**src/rtl/fifo_write_arbiter.sv**
```systemverilog
// Round-robin arbiter sharing one FIFO write port between N producers, bursts capped at MAX_BURST.
// Latency: grant registers 1 cycle after req; writes then flow 1 word/cycle; 1 dead IDLE cycle between bursts.
// Backpressure: fifo_full stalls the granted producer (grant held, no ack, no write); no timeout.
//
// Ports:
//   clk, rst          clock (rising edge) and asynchronous active-low reset
//   req/req_data/req_last  per-producer valid, data slice [i*WIDTH +: WIDTH], end-of-packet
//   req_ack           combinational one-hot accept
//   grant             registered one-hot grant, zero when idle
//   fifo_we/fifo_data to FIFO write port; fifo_full from FIFO full flag
//   stall_count       saturating count of full-stalled BURST cycles when
//                     FIFO_WRITE_ARB_STALL_STATS_EN is defined, otherwise tied to 0
module fifo_write_arbiter #(
  parameter int N         = 4,
  parameter int WIDTH     = 16,
  parameter int MAX_BURST = 4
) (
  input  logic                 clk,
  input  logic                 rst,
  input  logic [N-1:0]         req,
  input  logic [N*WIDTH-1:0]   req_data,
  input  logic [N-1:0]         req_last,
  output logic [N-1:0]         req_ack,
  output logic [N-1:0]         grant,
  output logic                 fifo_we,
  output logic [WIDTH-1:0]     fifo_data,
  input  logic                 fifo_full,
  output logic [15:0]          stall_count
);

  localparam int               PTR_W     = $clog2(N);
  localparam logic [PTR_W:0]   N_W       = (PTR_W+1)'(N);
  localparam logic [PTR_W-1:0] LAST_IDX  = PTR_W'(N-1);
  localparam logic [7:0]       LAST_BEAT = 8'(MAX_BURST-1);

  typedef enum logic {IDLE, BURST} state_t;

  state_t           state, state_nxt;
  logic [N-1:0]     grant_nxt;
  logic [PTR_W-1:0] rr_ptr, rr_ptr_nxt;
  logic [PTR_W-1:0] g_idx, g_idx_nxt;
  logic [7:0]       burst_cnt, burst_cnt_nxt;
  logic             pick_vld;
  logic [PTR_W-1:0] pick_idx;
  logic             req_g, last_g, xfer;

  // grant is zero outside BURST, so these are automatically quiet in IDLE and during reset
  assign req_g   = |(grant & req);
  assign last_g  = |(grant & req_last);
  assign xfer    = req_g & ~fifo_full;
  assign fifo_we = xfer;
  assign req_ack = grant & {N{xfer}};

  always_comb begin
    fifo_data = '0;
    for (int i = 0; i < N; i++) begin
      if (grant[i]) fifo_data = fifo_data | req_data[i*WIDTH +: WIDTH];
    end
  end

  // First requester at or after rr_ptr. Scanning from the far end down lets the
  // nearest candidate overwrite the others. Wrap is explicit so N need not be 2^k.
  always_comb begin
    logic [PTR_W:0] pos;
    pick_vld = 1'b0;
    pick_idx = '0;
    pos      = '0;
    for (int k = N-1; k >= 0; k--) begin
      pos = {1'b0, rr_ptr} + (PTR_W+1)'(k);
      if (pos >= N_W) pos = pos - N_W;
      if (req[pos[PTR_W-1:0]]) begin
        pick_vld = 1'b1;
        pick_idx = pos[PTR_W-1:0];
      end
    end
  end

  always_comb begin
    state_nxt     = state;
    grant_nxt     = grant;
    g_idx_nxt     = g_idx;
    rr_ptr_nxt    = rr_ptr;
    burst_cnt_nxt = burst_cnt;
    case (state)
      IDLE: begin
        if (pick_vld) begin
          state_nxt     = BURST;
          grant_nxt     = {{(N-1){1'b0}}, 1'b1} << pick_idx;
          g_idx_nxt     = pick_idx;
          burst_cnt_nxt = '0;
        end
      end
      BURST: begin
        // withdraw, end-of-packet, or burst cap all release the grant on this edge
        if (!req_g || (xfer && (last_g || burst_cnt == LAST_BEAT))) begin
          state_nxt     = IDLE;
          grant_nxt     = '0;
          burst_cnt_nxt = '0;
          rr_ptr_nxt    = (g_idx == LAST_IDX) ? '0 : g_idx + 1'b1;
        end else if (xfer) begin
          burst_cnt_nxt = burst_cnt + 8'd1;
        end
      end
      default: state_nxt = IDLE;
    endcase
  end

  always_ff @(posedge clk or negedge rst) begin
    if (!rst) begin
      state     <= IDLE;
      grant     <= '0;
      g_idx     <= '0;
      rr_ptr    <= '0;
      burst_cnt <= '0;
    end else begin
      state     <= state_nxt;
      grant     <= grant_nxt;
      g_idx     <= g_idx_nxt;
      rr_ptr    <= rr_ptr_nxt;
      burst_cnt <= burst_cnt_nxt;
    end
  end

`ifdef FIFO_WRITE_ARB_STALL_STATS_EN
  logic stall;
  assign stall = req_g & fifo_full;

  always_ff @(posedge clk or negedge rst) begin
    if (!rst) begin
      stall_count <= '0;
    end else if (stall && stall_count != 16'hFFFF) begin
      stall_count <= stall_count + 16'd1;
    end
  end
`else
  assign stall_count = '0;
`endif

endmodule

```
**config.mk**
```make
export PLATFORM = sky130hd
export DESIGN_NAME = fifo_write_arbiter
export DESIGN_NICKNAME = d
export VERILOG_FILES = /design/src/rtl/fifo_write_arbiter.sv
export SDC_FILE = /design/constraint.sdc
export NUM_CORES = 1
export LEC_CHECK = 0
export ABC_CLOCK_PERIOD_IN_PS = 3400
export CORE_MARGIN = 1
export CORE_UTILIZATION = 38
export CTS_BUF_LIST = sky130_fd_sc_hd__clkbuf_4 sky130_fd_sc_hd__clkbuf_8
export CTS_CLUSTER_DIAMETER = 50
export DETAILED_ROUTE_END_ITERATION = 7
export PLACE_DENSITY = 0.88
export SYNTH_ARGS = -nofsm -noshare
export SYNTH_HDL_FRONTEND = slang
export SYNTH_SLANG_ARGS = --single-unit
```
**constraint.sdc**
```tcl
create_clock -name clk -period 3.4 [get_ports clk]
set_clock_uncertainty 0.1 [all_clocks]
set_input_delay 0.34 -clock clk [delete_from_list [all_inputs] [get_ports clk]]
set_output_delay 0.34 -clock clk [all_outputs]
set_load 0.005 [all_outputs]
```
==> summary.md <==
| Metric | Value |
|---|---|
| Post-cts resize count | 0 |
| Initial DRC count | 53 |
| Critical Path Start | req[3] |
| Final std cells w/o fill | 337 |
| Top-count cell post-synth | a22oi_1 |
| Critical path cell sequence | clkdlybuf4s50_1, a22oi_2, a21oi_1, and2_1, clkdlybuf4s50_1 |
| Die W | 66.8 µm |
| Num rows | 23 |
| Sequential share of power | 20.0% |
| WP data arrival | 2100 ps |
| Slew Viols, Final | 0 |
| CP Max Fanout | 6 |
| Synth area leader | dfrtp_1 |
| Overflow after GRT | 0 |
| Area of the multi-input gates | 1030 µm² |
| DPL Wire Length | 4010 µm |
| Worst hold slack | 404 ps |
| I/O pins | 116 |
| Post-synth EDFFs | 0 |
| FF/Latch Area | 425 µm² |
| Dpl cells | 333 |
| CP max-delay cell | clkdlybuf4s50_1 |
| Diodes inserted | 0 |
| P&R area growth vs syn | 63.0% |
| Synth top area share | 26.6% |
| P_sw | 0.618 mW |
| Nets@finish | 365 |
| Drt pass-1 iters | 4 |
| Final hold violations | 0 |
| Max-cap violations | 0 |
| Core ar. | 4030 µm² |
| Share of cells above drive strength 1 | 7.67% |
| Worst min path class | reg -> reg |
| Final WS setup | 865 ps |
| CP top delay family | buffers and inverters |
| Post-DP Area | 2560 µm² |
| LEAKAGE | 1.04 nW |
| # port buffers | 99 |
| Net Sw Frac | 40.1% |
| Distinct cell type count after synthesis | 44 |
| Initial antenna violation count | 0 |
| Die extent in y | 66.8 µm |
| Peak Freq | 0.394 GHz |
| Actual slew at the worst max-slew pin | 764 ps |
| Worst setup endpoint | req_ack[1] |
| Syn avg cell area | 8.37 µm² |
| Routed len/inst | 15.5 µm |
| Commonest cells in the synthesized netlist | a22oi_1, nand2_1, buf_4, dfrtp_1, o21ai_0 |
| Setup CP Type | in -> out |
| Mapped cell area | 1600 µm² |
| Main synth FF type | dfrtp_1 |
| Reg2reg setup slack | 1370 ps |
| R2r startpoint | burst_cnt[0]$_DFFE_PN0P_ |
| ANT nets after route | 0 |
| Critical Path RT | 2960 ps |
| Critical Path Sink Type | output pin |
| R2r endpoint | rr_ptr[0]$_DFFE_PN0P_ |
| Clk buf depth | 2 |
| Initial core utilization | 39.7% |
| Hold-fix buffers, CTS | 0 |
| VDD IR-drop max | 0.444 mV |
| Final period utilization | 74.6% |
| Fin crit period | 2540 ps |
| Routed wire length | 5220 µm |
| Clock-pin transition on the worst setup and hold timing paths | 70 ps |
| CTS tree | done |
| Worst slack, placed | 860 ps |
| Worst Path Buf+Inv | 2 |
| Final instance area | 2610 µm² |
| Setup TNS Final | 0 ps |
| PwrDens | 592 nW/µm² |
| Synth area leaders | dfrtp_1, a22oi_1, buf_4 |
| Routed vias/inst | 5.36 |
| GP Congestion | 0.888 |
| Fill cells | 361 |
| H-tree Lvls | 1 |
| Final setup violation count | 0 |
| WP depth | 5 |
| CP Launch Type | input port |
| Clock power share | 10.4% |
| Vias in the first global route | 1664 |
| Rel. slew slack | 48.9% |
| Synth Warn # | 0 |
| Vias | 1805 |
| All-layer global routing usage | 22.6% |
| Setup Buffers After CTS | 0 |
| Synth Register Bits | 17 |
| Combinational fraction of design power | 69.5% |
| Int Pwr | 0.923 mW |
| Worst-skew pair later-pin latency | 260 ps |
| CP max stage delay | 590 ps |
| Pin count of the biggest net entering global routing | 22 |
| RSZ-0062 raised after global routing | false |
| Root buffer cell | clkbuf_8 |
| Async S/R FF share, synth | 100% |
| Global-route wire length before repair | 7730 µm |
| Path depth of the worst reg2reg path | 5 |
| DR DRC count | 0 |
| CTS Buf Count | 3 |
| Die area | 4470 µm² |
| Sink Count | 17 |
| Synthesized netlist cell count | 191 |
| Sequential share of the synthesized area | 26.6% |
| Worst path most repeated cell | clkdlybuf4s50_1 |
| Outcome | finished, final reports clean |
## through the flow
stage                     utilization (%)  power, mW
after detailed placement             63.5       1.38
after CTS                            64.7       1.55
after global routing                 64.7       1.66
final                                64.7       1.54
after floorplan                         -      0.895
after global placement               63.5       1.36
## worst min-delay path by stage
stage | slack, ps | end | depth (start not counted) | start
3_5_place_dp | 400 | g_idx[1]$_DFFE_PN0P_ | 2 | g_idx[1]$_DFFE_PN0P_
6_report | 400 | g_idx[1]$_DFFE_PN0P_ | 2 | g_idx[1]$_DFFE_PN0P_
3_3_place_gp | 380 | g_idx[1]$_DFFE_PN0P_ | 2 | g_idx[1]$_DFFE_PN0P_
5_1_grt | 470 | g_idx[0]$_DFFE_PN0P_ | 2 | g_idx[0]$_DFFE_PN0P_
4_1_cts | 410 | g_idx[1]$_DFFE_PN0P_ | 2 | g_idx[1]$_DFFE_PN0P_
2_1_floorplan | -60 | burst_cnt[0]$_DFFE_PN0P_ | 0 | rst
## worst reg2reg max path: cells and delay by family, from the launching register on
family                   cells  cell delay [ps]
AO/OA/AOI/OAI                2              540
flip-flops                   1              390
AND/OR/NAND/NOR              1              320
multiplexers                 1              320
adder cells (fa/ha/maj)      1              250
## final cells by class
type                    count  share of cell area (%)
multi-input cells         158                    39.6
flip-flops and latches     17                    16.3
repair buffers            103                    39.2
well taps                  50                    2.40
clock buffers               3                    1.59
clock inverters             1                   0.192
inverters                   5                   0.720
## cell families after synthesis
kind of cell | synth area share [%]
buffers and inverters | 12.4
DFF | 26.6
and+or+nand+nor | 21.9
adders and majority gates | 1.57
other | 0.235
AOI/OAI and AO/OA | 35.4
muxes | 1.88
## placed cells by master, fill, tap and decap left out, drive strengths merged, types with 3 or more instances in the layout
master,netlist,routed
dfrtp,17,17
o21ai,13,13
o211ai,3,3
inv,5,5
nor4,3,3
clkbuf,4,3
nand3,4,4
o32ai,4,4
a21oi,5,5
nand4,6,6
nand2,29,29
nor2,6,6
conb,1,16
nand2b,3,3
a22oi,34,34
clkdlybuf4s50,0,99
nor3,3,3
and2,4,4
buf,22,4
## sequential cells by signal (all words and copies together), names as in the netlist
register and count:
burst_cnt 8, g_idx 2, grant 4, rr_ptr 2
state 1
## power groups by stage
| stage | logic, mW | registers [mW] | clock network [mW] |
|---|---|---|---|
| after floorplan | 0.584 | 0.311 | 0 |
| after global placement | 1.05 | 0.310 | 0 |
| after detailed placement | 1.07 | 0.312 | 0 |
| after CTS | 1.08 | 0.309 | 0.159 |
| after global routing | 1.17 | 0.319 | 0.169 |
| final | 1.07 | 0.309 | 0.160 |
## layer usage
layer / routed length (µm) / part of all wire [%] / global-route usage, % / up-vias
met5: 0 / 0 / 0 / -
met4: 86 / 1.6 / 6.38 / 0
met3: 339 / 6.5 / 4.11 / 9
met2: 2700 / 52 / 40.4 / 67
met1: 2100 / 40 / 27.3 / 839
li1: - / - / - / 890
Power figures use the tool's default switching activity.
